===== src/rtl/lcd_bus_sequencer_pkg.sv =====
// Shared definitions for the LCD bus sequencer: FSM state encodings, queue
// entry layout, busy-flag bit position and the phase-counter helper.
package lcd_bus_sequencer_pkg;

  localparam int ENTRY_W      = 9;
  localparam int LCD_BUSY_BIT = 7;
  localparam int PHASE_W      = 16;

  typedef enum logic [2:0] {
    ST_IDLE,
    ST_W_SETUP,
    ST_W_PULSE,
    ST_W_HOLD,
    ST_R_SETUP,
    ST_R_PULSE,
    ST_R_HOLD,
    ST_WAIT
  } state_t;

  typedef struct packed {
    logic       rs;
    logic [7:0] data;
  } entry_t;

  // True on the last cycle of a phase that lasts 'cycles' clocks.
  function automatic logic phase_done(input logic [PHASE_W-1:0] phase,
                                      input int cycles);
    return phase == PHASE_W'(cycles - 1);
  endfunction

endpackage


===== src/rtl/lcd_bus_sequencer_fifo.sv =====
// lcd_cmd_fifo: synchronous FIFO holding {rs, data} entries for the LCD
// sequencer. A push while full is accepted when a pop happens in the same cycle.
module lcd_cmd_fifo
  import lcd_bus_sequencer_pkg::*;
#(
  parameter int DEPTH = 4,
  parameter int WIDTH = ENTRY_W
) (
  input  logic             clk,
  input  logic             reset,
  input  logic             push,
  input  logic             pop,
  input  logic [WIDTH-1:0] din,
  output logic [WIDTH-1:0] dout,
  output logic             full,
  output logic             empty
);

  localparam int PTR_W = $clog2(DEPTH);
  localparam int CNT_W = PTR_W + 1;

  logic [WIDTH-1:0] mem [DEPTH];
  logic [PTR_W-1:0] wr_ptr;
  logic [PTR_W-1:0] rd_ptr;
  logic [CNT_W-1:0] count;
  logic             do_push;
  logic             do_pop;

  assign do_pop  = pop && !empty;
  assign do_push = push && (!full || do_pop);
  assign full    = (count == CNT_W'(DEPTH));
  assign empty   = (count == '0);
  assign dout    = mem[rd_ptr];

  // Entry storage.
  // NOTE: the array has no reset; occupancy is tracked by count, so stale
  // contents are never observed and the storage can map to plain RAM.
  always_ff @(posedge clk) begin
    if (do_push) mem[wr_ptr] <= din;
  end

  // Pointers and occupancy; power-of-2 depth lets the pointers wrap naturally.
  // NOTE: sequential state uses non-blocking assignments so every flop
  // samples the pre-edge values regardless of statement order.
  always_ff @(posedge clk) begin
    if (reset) begin
      wr_ptr <= '0;
      rd_ptr <= '0;
      count  <= '0;
    end else begin
      if (do_push) wr_ptr <= wr_ptr + 1'b1;
      if (do_pop)  rd_ptr <= rd_ptr + 1'b1;
      case ({do_push, do_pop})
        2'b10:   count <= count + 1'b1;
        2'b01:   count <= count - 1'b1;
        default: count <= count;
      endcase
    end
  end

endmodule


===== src/rtl/lcd_bus_sequencer.sv =====
// lcd_bus_sequencer: queues CPU command/data bytes and replays them to a
// character LCD with E/RS/RnW timing. Define LCD_BUSY_POLL_EN to poll the
// LCD busy flag after each write; otherwise a fixed EXEC_CYC wait is used.
module lcd_bus_sequencer
  import lcd_bus_sequencer_pkg::*;
#(
  parameter int FIFO_DEPTH = 4,
  parameter int SETUP_CYC  = 1,
  parameter int PULSE_CYC  = 4,
  parameter int HOLD_CYC   = 1,
  parameter int EXEC_CYC   = 40,
  parameter int POLL_LIMIT = 255
) (
  input  logic       clk,
  input  logic       reset,
  input  logic       wr_en,
  input  logic       wr_rs,
  input  logic [7:0] wr_data,
  input  logic       clr_err,
  output logic       full,
  output logic       busy,
  output logic       ovf,
  output logic       tmo,
  output logic       lcd_e,
  output logic       lcd_rs,
  output logic       lcd_rnw,
  output logic [7:0] lcd_db_out,
  output logic       lcd_db_oe,
  input  logic [7:0] lcd_db_in
);

  state_t             state;
  logic [PHASE_W-1:0] phase;
  logic [ENTRY_W-1:0] fifo_dout;
  entry_t             head;
  logic               fifo_full;
  logic               fifo_empty;
  logic               pop;
  logic               unused_db_bits;

`ifdef LCD_BUSY_POLL_EN
  logic [7:0] poll_cnt;
  logic       busy_flag;
  localparam int unused_exec_cyc = EXEC_CYC;
`else
  localparam int unused_poll_limit = POLL_LIMIT;
  assign tmo = 1'b0;
`endif

  assign pop            = (state == ST_IDLE) && !fifo_empty;
  assign head           = entry_t'(fifo_dout);
  assign full           = fifo_full;
  assign busy           = (state != ST_IDLE) || !fifo_empty;
  assign unused_db_bits = ^lcd_db_in;

  lcd_cmd_fifo #(
    .DEPTH (FIFO_DEPTH),
    .WIDTH (ENTRY_W)
  ) u_fifo (
    .clk   (clk),
    .reset (reset),
    .push  (wr_en),
    .pop   (pop),
    .din   ({wr_rs, wr_data}),
    .dout  (fifo_dout),
    .full  (fifo_full),
    .empty (fifo_empty)
  );

  // Sticky overflow: a write meeting a full queue without a same-cycle pop is lost.
  always_ff @(posedge clk) begin
    if (reset) ovf <= 1'b0;
    else       ovf <= (ovf && !clr_err) || (wr_en && fifo_full && !pop);
  end

  // Bus sequencer: one state per bus phase, a shared phase counter, registered pins.
  always_ff @(posedge clk) begin
    if (reset) begin
      state      <= ST_IDLE;
      phase      <= '0;
      lcd_e      <= 1'b0;
      lcd_rs     <= 1'b0;
      lcd_rnw    <= 1'b0;
      lcd_db_out <= '0;
      lcd_db_oe  <= 1'b0;
`ifdef LCD_BUSY_POLL_EN
      poll_cnt   <= '0;
      busy_flag  <= 1'b0;
      tmo        <= 1'b0;
`endif
    end else begin
`ifdef LCD_BUSY_POLL_EN
      // NOTE: the later non-blocking write in ST_R_HOLD wins, so a timeout in
      // the same cycle as clr_err leaves tmo set.
      if (clr_err) tmo <= 1'b0;
`endif
      case (state)
        ST_IDLE: begin
          if (pop) begin
            state      <= ST_W_SETUP;
            phase      <= '0;
            lcd_rs     <= head.rs;
            lcd_rnw    <= 1'b0;
            lcd_db_out <= head.data;
            lcd_db_oe  <= 1'b1;
`ifdef LCD_BUSY_POLL_EN
            poll_cnt   <= '0;
`endif
          end
        end
        ST_W_SETUP: begin
          if (phase_done(phase, SETUP_CYC)) begin
            state <= ST_W_PULSE;
            phase <= '0;
            lcd_e <= 1'b1;
          end else phase <= phase + 1'b1;
        end
        ST_W_PULSE: begin
          if (phase_done(phase, PULSE_CYC)) begin
            state <= ST_W_HOLD;
            phase <= '0;
            lcd_e <= 1'b0;
          end else phase <= phase + 1'b1;
        end
        ST_W_HOLD: begin
          if (phase_done(phase, HOLD_CYC)) begin
            phase      <= '0;
            lcd_rs     <= 1'b0;
            lcd_db_out <= '0;
            lcd_db_oe  <= 1'b0;
`ifdef LCD_BUSY_POLL_EN
            state      <= ST_R_SETUP;
            lcd_rnw    <= 1'b1;
`else
            state      <= ST_WAIT;
`endif
          end else phase <= phase + 1'b1;
        end
`ifdef LCD_BUSY_POLL_EN
        ST_R_SETUP: begin
          if (phase_done(phase, SETUP_CYC)) begin
            state <= ST_R_PULSE;
            phase <= '0;
            lcd_e <= 1'b1;
          end else phase <= phase + 1'b1;
        end
        ST_R_PULSE: begin
          if (phase_done(phase, PULSE_CYC)) begin
            state     <= ST_R_HOLD;
            phase     <= '0;
            lcd_e     <= 1'b0;
            busy_flag <= lcd_db_in[LCD_BUSY_BIT];
          end else phase <= phase + 1'b1;
        end
        ST_R_HOLD: begin
          if (phase_done(phase, HOLD_CYC)) begin
            phase    <= '0;
            poll_cnt <= poll_cnt + 8'd1;
            if (busy_flag && ((poll_cnt + 8'd1) < 8'(POLL_LIMIT))) begin
              state <= ST_R_SETUP;
            end else begin
              state   <= ST_IDLE;
              lcd_rnw <= 1'b0;
              if (busy_flag) tmo <= 1'b1;
            end
          end else phase <= phase + 1'b1;
        end
`endif
        ST_WAIT: begin
          if (phase_done(phase, EXEC_CYC)) begin
            state <= ST_IDLE;
            phase <= '0;
          end else phase <= phase + 1'b1;
        end
        default: begin
          state <= ST_IDLE;
          phase <= '0;
        end
      endcase
    end
  end

endmodule


===== config.mk =====
export PLATFORM = sky130hd
export DESIGN_NAME = lcd_bus_sequencer
export DESIGN_NICKNAME = d
export VERILOG_FILES = /design/src/rtl/lcd_bus_sequencer_pkg.sv /design/src/rtl/lcd_bus_sequencer_fifo.sv /design/src/rtl/lcd_bus_sequencer.sv
export SDC_FILE = /design/constraint.sdc
export NUM_CORES = 1
export LEC_CHECK = 0
export BUFFER_PORTS_ARGS = -buffer_cell sky130_fd_sc_hd__buf_4
export CORE_MARGIN = 1.5
export CORE_UTILIZATION = 48
export CTS_CLUSTER_DIAMETER = 50
export CTS_CLUSTER_SIZE = 8
export DETAILED_ROUTE_END_ITERATION = 7
export GPL_TIMING_DRIVEN = 0
export PLACE_DENSITY = 0.75
export SLEW_MARGIN = 20
export SYNTH_ARGS = -nofsm -noshare
export SYNTH_HDL_FRONTEND = slang
export SYNTH_SLANG_ARGS = --single-unit

===== constraint.sdc =====
create_clock -name clk -period 6.2 [get_ports clk]
set_input_delay 0.31 -clock clk [delete_from_list [all_inputs] [get_ports clk]]
set_output_delay 0.31 -clock clk [all_outputs]
set_load 0.05 [all_outputs]

Yosys cells after proc, flatten, opt, wreduce, memory -nomap -nowiden
Memory sizes are Yosys's and may differ from the RTL's. A register that Yosys moved wholly into a read port is not among the register bits.
Cells that the tools add are included.
- bits in registers: 38
- memories kept: 1
- logic and storage cells: 81
- bits in writable memories: 36
- output and inout port bits: 16
- bits of input ports: 21
- memories (name ; depth ; width ; rd ports ; clocked after Yosys merged registers in ; wr ports ; line ; RTL):
    u_fifo.mem ; 4 ; 9 ; 1 ; 1 ; 1 ; lcd_bus_sequencer_fifo.sv:22 ; logic [WIDTH-1:0] mem [DEPTH];
- add/sub/neg operators: 5
- multiplexer cells: 27
- reductions and logical operators: 24
- equality and inequality tests: 14
- operator list (operator ; number):
    16-bit two-way mux ; 4
    16-bit one-hot mux with 4 select lines ; 1
    16-bit by 1-bit adder with 16-bit output, second input constant ; 1
    16-bit by 2-bit equality test with 1-bit output, second input constant ; 1
    16-bit by 6-bit equality test with 1-bit output, second input constant ; 1
    16-bit logical NOT ; 1
    8-bit two-way mux ; 2
    8-bit one-hot mux with 2 select lines ; 1
    3-bit two-way mux ; 5
    3-bit one-hot mux with 5 select lines ; 1
    2-bit != test, second input constant ; 5
    1-bit two-way mux ; 7
    3-bit by 2-bit equality test with 1-bit output, second input constant ; 2
    3-bit equality test, second input constant ; 2
    1-bit logical AND ; 6
    3-bit logical NOT ; 2
    1-bit one-hot mux with 2 select lines ; 3
    3-bit one-hot mux with 2 select lines ; 1
    3-bit AND reduction ; 2
    2-bit nonzero test ; 3
    5-bit AND reduction ; 1
    2-bit by 1-bit adder with 2-bit output, second input constant ; 2
    1-bit logical NOT ; 4
    2-bit two-way mux ; 2
    8 further kinds ; 10

Longest topological paths before layout
- word-level depth: 8
- depth in mapped cells: 10
- gate-level depth less buffers: 8

Hierarchy
A second synthesis with hierarchy kept.
- cell total of the unflattened synthesis: 280
- area, all modules: 3347.0 µm²
- by module, submodules not included (module ; instances ; cells each ; area an instance (µm²) ; sequential area each (µm²)):
    lcd_cmd_fifo ; 1 ; 106 ; 1834.3 ; 1261.2
    lcd_bus_sequencer ; 1 ; 174 ; 1512.7 ; 620.6

Worst setup path after synthesis
Ideal clock, no wire load.
- path kind: register -> register
- start: reg u_fifo.count[2]
- end: mem u_fifo.mem[0][0] in the netlist's numbering (enable)
- arrival time: 2.460 ns
- required time: 5.917 ns
- cell stages (with the launch flop): 4
- setup time: 0.283 ns
- path slack: 3.457 ns
- clock period less this slack: 2.743 ns
- path buffers: 0
- cell sequence: dfxtp_1 nor3b_1 a21boi_1 and2_1
- elaborated cells between the ends (all ways): 10
- those cells by class: eq/ne (1); mux (2); reduce/logical (7)
- RTL lines (what ; line ; RTL):
    start: declaration ; lcd_bus_sequencer_fifo.sv:25 ; logic [CNT_W-1:0] count;
    start signal: assignment ; lcd_bus_sequencer_fifo.sv:54 ; 2'b10: count <= count + 1'b1;
    start signal: assignment ; lcd_bus_sequencer_fifo.sv:55 ; 2'b01: count <= count - 1'b1;
    start signal: assignment ; lcd_bus_sequencer_fifo.sv:56 ; default: count <= count;
    3-bit equality test ; lcd_bus_sequencer_fifo.sv:31 ; assign full = (count == CNT_W'(DEPTH));
    via full ; lcd_bus_sequencer.sv:20 ; output logic full,
    1-bit logical NOT ; lcd_bus_sequencer_fifo.sv:30 ; assign do_push = push && (!full || do_pop);
    1-bit logical OR ; lcd_bus_sequencer_fifo.sv:30 ;
    1-bit logical AND ; lcd_bus_sequencer_fifo.sv:30 ;
    1-bit two-way mux ; lcd_bus_sequencer_fifo.sv:39 ; if (do_push) mem[wr_ptr] <= din;
    1-bit two-way mux (implied by the code) ; lcd_bus_sequencer_fifo.sv:39 ;
    end: declaration ; lcd_bus_sequencer_fifo.sv:22 ;
The timed path passes the listed nets, and every way through them passes these cells.

Worst setup path in the final report
- start: reg state[1]
- end: reg u_fifo.count[1]
- longest elaborated chain between the ends: 7
- elaborated cells between the ends (all ways): 9
- those cells by class: eq/ne (2); mux (1); reduce/logical (6)
- RTL lines (what ; line ; RTL):
    start: declaration ; lcd_bus_sequencer.sv:32 ; state_t state;
    start signal: assignment ; lcd_bus_sequencer.sv:79 ; state <= ST_IDLE;
    start signal: assignment ; lcd_bus_sequencer.sv:100 ; state <= ST_W_SETUP;
    start signal: assignment ; lcd_bus_sequencer.sv:113 ; state <= ST_W_PULSE;
    3-bit logical NOT * ; lcd_bus_sequencer.sv:50 ; assign pop = (state == ST_IDLE) && !fifo_empty;
    1-bit logical AND * ; lcd_bus_sequencer.sv:50 ;
    1-bit logical AND * ; lcd_bus_sequencer_fifo.sv:29 ; assign do_pop = pop && !empty;
    1-bit logical OR ; lcd_bus_sequencer_fifo.sv:30 ;
    1-bit logical AND ; lcd_bus_sequencer_fifo.sv:30 ;
    2-bit by 1-bit equality test with 1-bit output / 2-bit equality test (equally long branches) ; lcd_bus_sequencer_fifo.sv:53 ; case ({do_push, do_pop})
    3-bit one-hot mux with 2 select lines / 2-bit nonzero test (equally long branches) ; n/a ;
Mark *: on every way between the ends. The rest lies on a longest branch, timed or not.
A chain may end at the register's enable or synchronous reset.

==> results.cfg <==
[route]
via_per_inst = 5.47
finalWirelength_mm = 6.72
drc = 0
antenna_left = 0
vias = 2330
dr.pass1.iters = 4
drtIter0Drc = 138
wl_per_cell_um = 15.8

[synth]
synth_top_cells_by_count = 40 x dfxtp_1, 36 x edfxtp_1, 27 x nor2_1
ys_seq_elements = 76
synthFlopType = dfxtp_1
synth_edf_count = 36
yosysSeqAreaShare_pct = 54.4
synth_top_area_share_pct = 31.2
netlist_instances = 289
yosysMostFrequentCell = dfxtp_1
synth_area_per_cell_um2 = 12.0
yosysWarnings = 0
synth_top_area_cell = edfxtp_1
netlist_area_um2 = 3460
async_reset_ff_share_pct = 0
ys_types = 52
synth_area_leaders = edfxtp_1 31%, dfxtp_1 23%, mux4_2 5.9%, nor2_1 2.9%, nor4_1 2.9%

[critical_path]
crit_type = flop to flop
critPathLaunchType = flop
r2r_cells = 9
critPathCaptureType = flop
rrSetupSlack_ns = 3.58
crit_fanout = 9
arrival_ns = 2.88
worstReg2RegEnd = u_fifo.count[1]
required_ns = 6.46
r2r_start = state[1]

[floorplan]
rows = 30
core_um2 = 6870
dieWidth_um = 87.9
io_pins = 37
die-area_um2 = 7730
start_util_pct = 50.4
die_h_um = 87.9

[power_and_ir_drop]
combPwrFrac_pct = 45.3
seqPwrFrac_pct = 35.6
p_sw_share_pct = 41.3
p_total_mw = 1.82
internal-power_mw = 1.07
clockPowerShare_pct = 19.2
p_leak_nw = 1.44
ir_worst_vdd_mv = 0.241
power_per_cell_area_nw_per_um2 = 462
p_switching_mw = 0.753

[final_layout]
area_growth_pct = 14.0
post_route_cells_drive_above_1_share_pct = 24.5
nets = 353
diodes = 0

[sta]
period_share_pct = 42.3
timing.hold.ws_ns = 0.149
slew_violations = 0
finalSetupViolCount = 0
rsz0062_at_grt = false
slew_headroom_pct = 49.3
worst_pin_slew_ns = 0.760
period_needed_ns = 2.62
skew_ns = 0.00901
hold_viol = 0
fmax_mhz = 381
tns_ns = 0

[clock_network]
clockBufferDepth = 2
insertion_delay_ns = 0.35
clock_sinks = 76
cts_tree = yes
clk_pin_slew_ns = 0.09
postCtsResizedCells = 0
htreeDepth = 3
root_buffer = clkbuf_8
cts_buffers = 9
ctsHoldBuffers = 0
post_cts_buffers = 0

[min_path]
holdPathStages = 1
holdCritPathClass = input port to flop
min_to = u_fifo.mem[0][7]
hold_start = wr_data[7]

[grt]
grt_pass1_wl_mm = 11.1
grt_pass1_vias = 2389
grt.total_usage_pct = 19.0
grt-ovfl-total = 0
grt_antenna_before_repair = 0
grt_max_degree = 16

[run]
maxCapViolations = 0

[run_status]
status = finished clean

[place]
place_congestion = 0.769
io_buffers = 24
dpl.hpwl_mm = 4.61
-- state kept, by name, indices dropped and copies added (netlist names), named ones only --
name,flops
state,3
lcd_db_out,8
u_fifo.rd_ptr,2
lcd_e,1
lcd_rs,1
ovf,1
lcd_db_oe,1
phase,16
u_fifo.count,3
u_fifo.mem,36
u_fifo.wr_ptr,2
-- cell families after synthesis --
kind of cell / count (synthesis) / synth area share, %
compound gates: 39 / 8.21
xor+xnor: 7 / 1.77
fa+ha+maj: 8 / 3.04
buf+inv: 34 / 6.22
flops: 76 / 54.4
mux: 16 / 7.88
other cells: 1 / 0.108
simple gates: 108 / 18.4
-- layout make-up --
cell class                      instances  area (µm²)
Clock inverter                          7        57.6
Buffer                                 21         166
Clock buffer                            9         124
Sequential cell                        76        1880
Multi-Input combinational cell        180        1370
Fill cell                             575        2920
Tap cell                               96         120
Timing Repair Buffer                   24         180
Inverter                               13        48.8
-- worst max-delay path by stage --
stage	from	endpoint	slack (ns)	cells past startpoint
final	state[1]	u_fifo.count[1]	3.58	9
after global routing	state[1]	u_fifo.count[1]	3.40	9
after CTS	state[1]	u_fifo.count[1]	3.60	9
after detailed placement	state[1]	u_fifo.count[1]	3.61	9
after global placement	state[1]	u_fifo.count[1]	3.70	9
after floorplan	u_fifo.count[2]	u_fifo.mem[0][0]	3.46	3
-- cell usage in the layout, fill, tap and decap left out, types with 4 or more instances in the layout --
master and n:
dfxtp_1 40, edfxtp_1 36, buf_4 28, nor2_1 27, nor4_1 16, inv_1 13
clkbuf_8 13, nor3_1 12, nand2_1 12, a21oi_1 11, a22oi_1 10, mux4_2 9
nand3_1 7, mux2i_1 7, and2_1 6, ha_1 6, clkbuf_1 5, a31oi_1 5
nand4_1 5, xnor2_1 4, and3_1 4, o21ai_0 4
-- worst max-delay path: stages (launching register included) --
cell and delay (ns):
dfxtp_1 0.32, clkbuf_8 0.15, or3_1 0.30, clkdlybuf4s15_2 0.28, nor3_1 0.32, inv_1 0.11, fa_1 0.46, a31oi_1 0.16
o221ai_1 0.14, a221oi_1 0.29
-- power groups by stage --
stage	logic [mW]	clock network [mW]	registers, mW
2_1_floorplan	0.550	0	0.739
3_3_place_gp	0.806	0	0.656
6_report	0.825	0.349	0.648
5_1_grt	0.888	0.376	0.657
3_5_place_dp	0.828	0	0.658
4_1_cts	0.830	0.358	0.648
-- layer usage --
metal	routed length, µm	vias up	GRT usage (%)
met2	3590	47	33.7
li1	-	1148	-
met4	30	0	5.05
met1	2850	1133	22.0
met5	0	-	0
met3	250	2	6.03
-- per-stage QoR --
stage / std cells / instance area, µm² / setup WS [ns] / utilization [%]
3_5_place_dp: 410 / 3760 / 3.61 / 54.8
6_report: 426 / 3950 / 3.58 / 57.4
4_1_cts: 426 / 3950 / 3.60 / 57.4
3_3_place_gp: 410 / 3760 / 3.70 / 54.8
5_1_grt: 426 / 3950 / 3.40 / 57.4
2_1_floorplan: 290 / 3460 / 3.46 / -
Note: power is estimated with default switching activity, not from simulation.
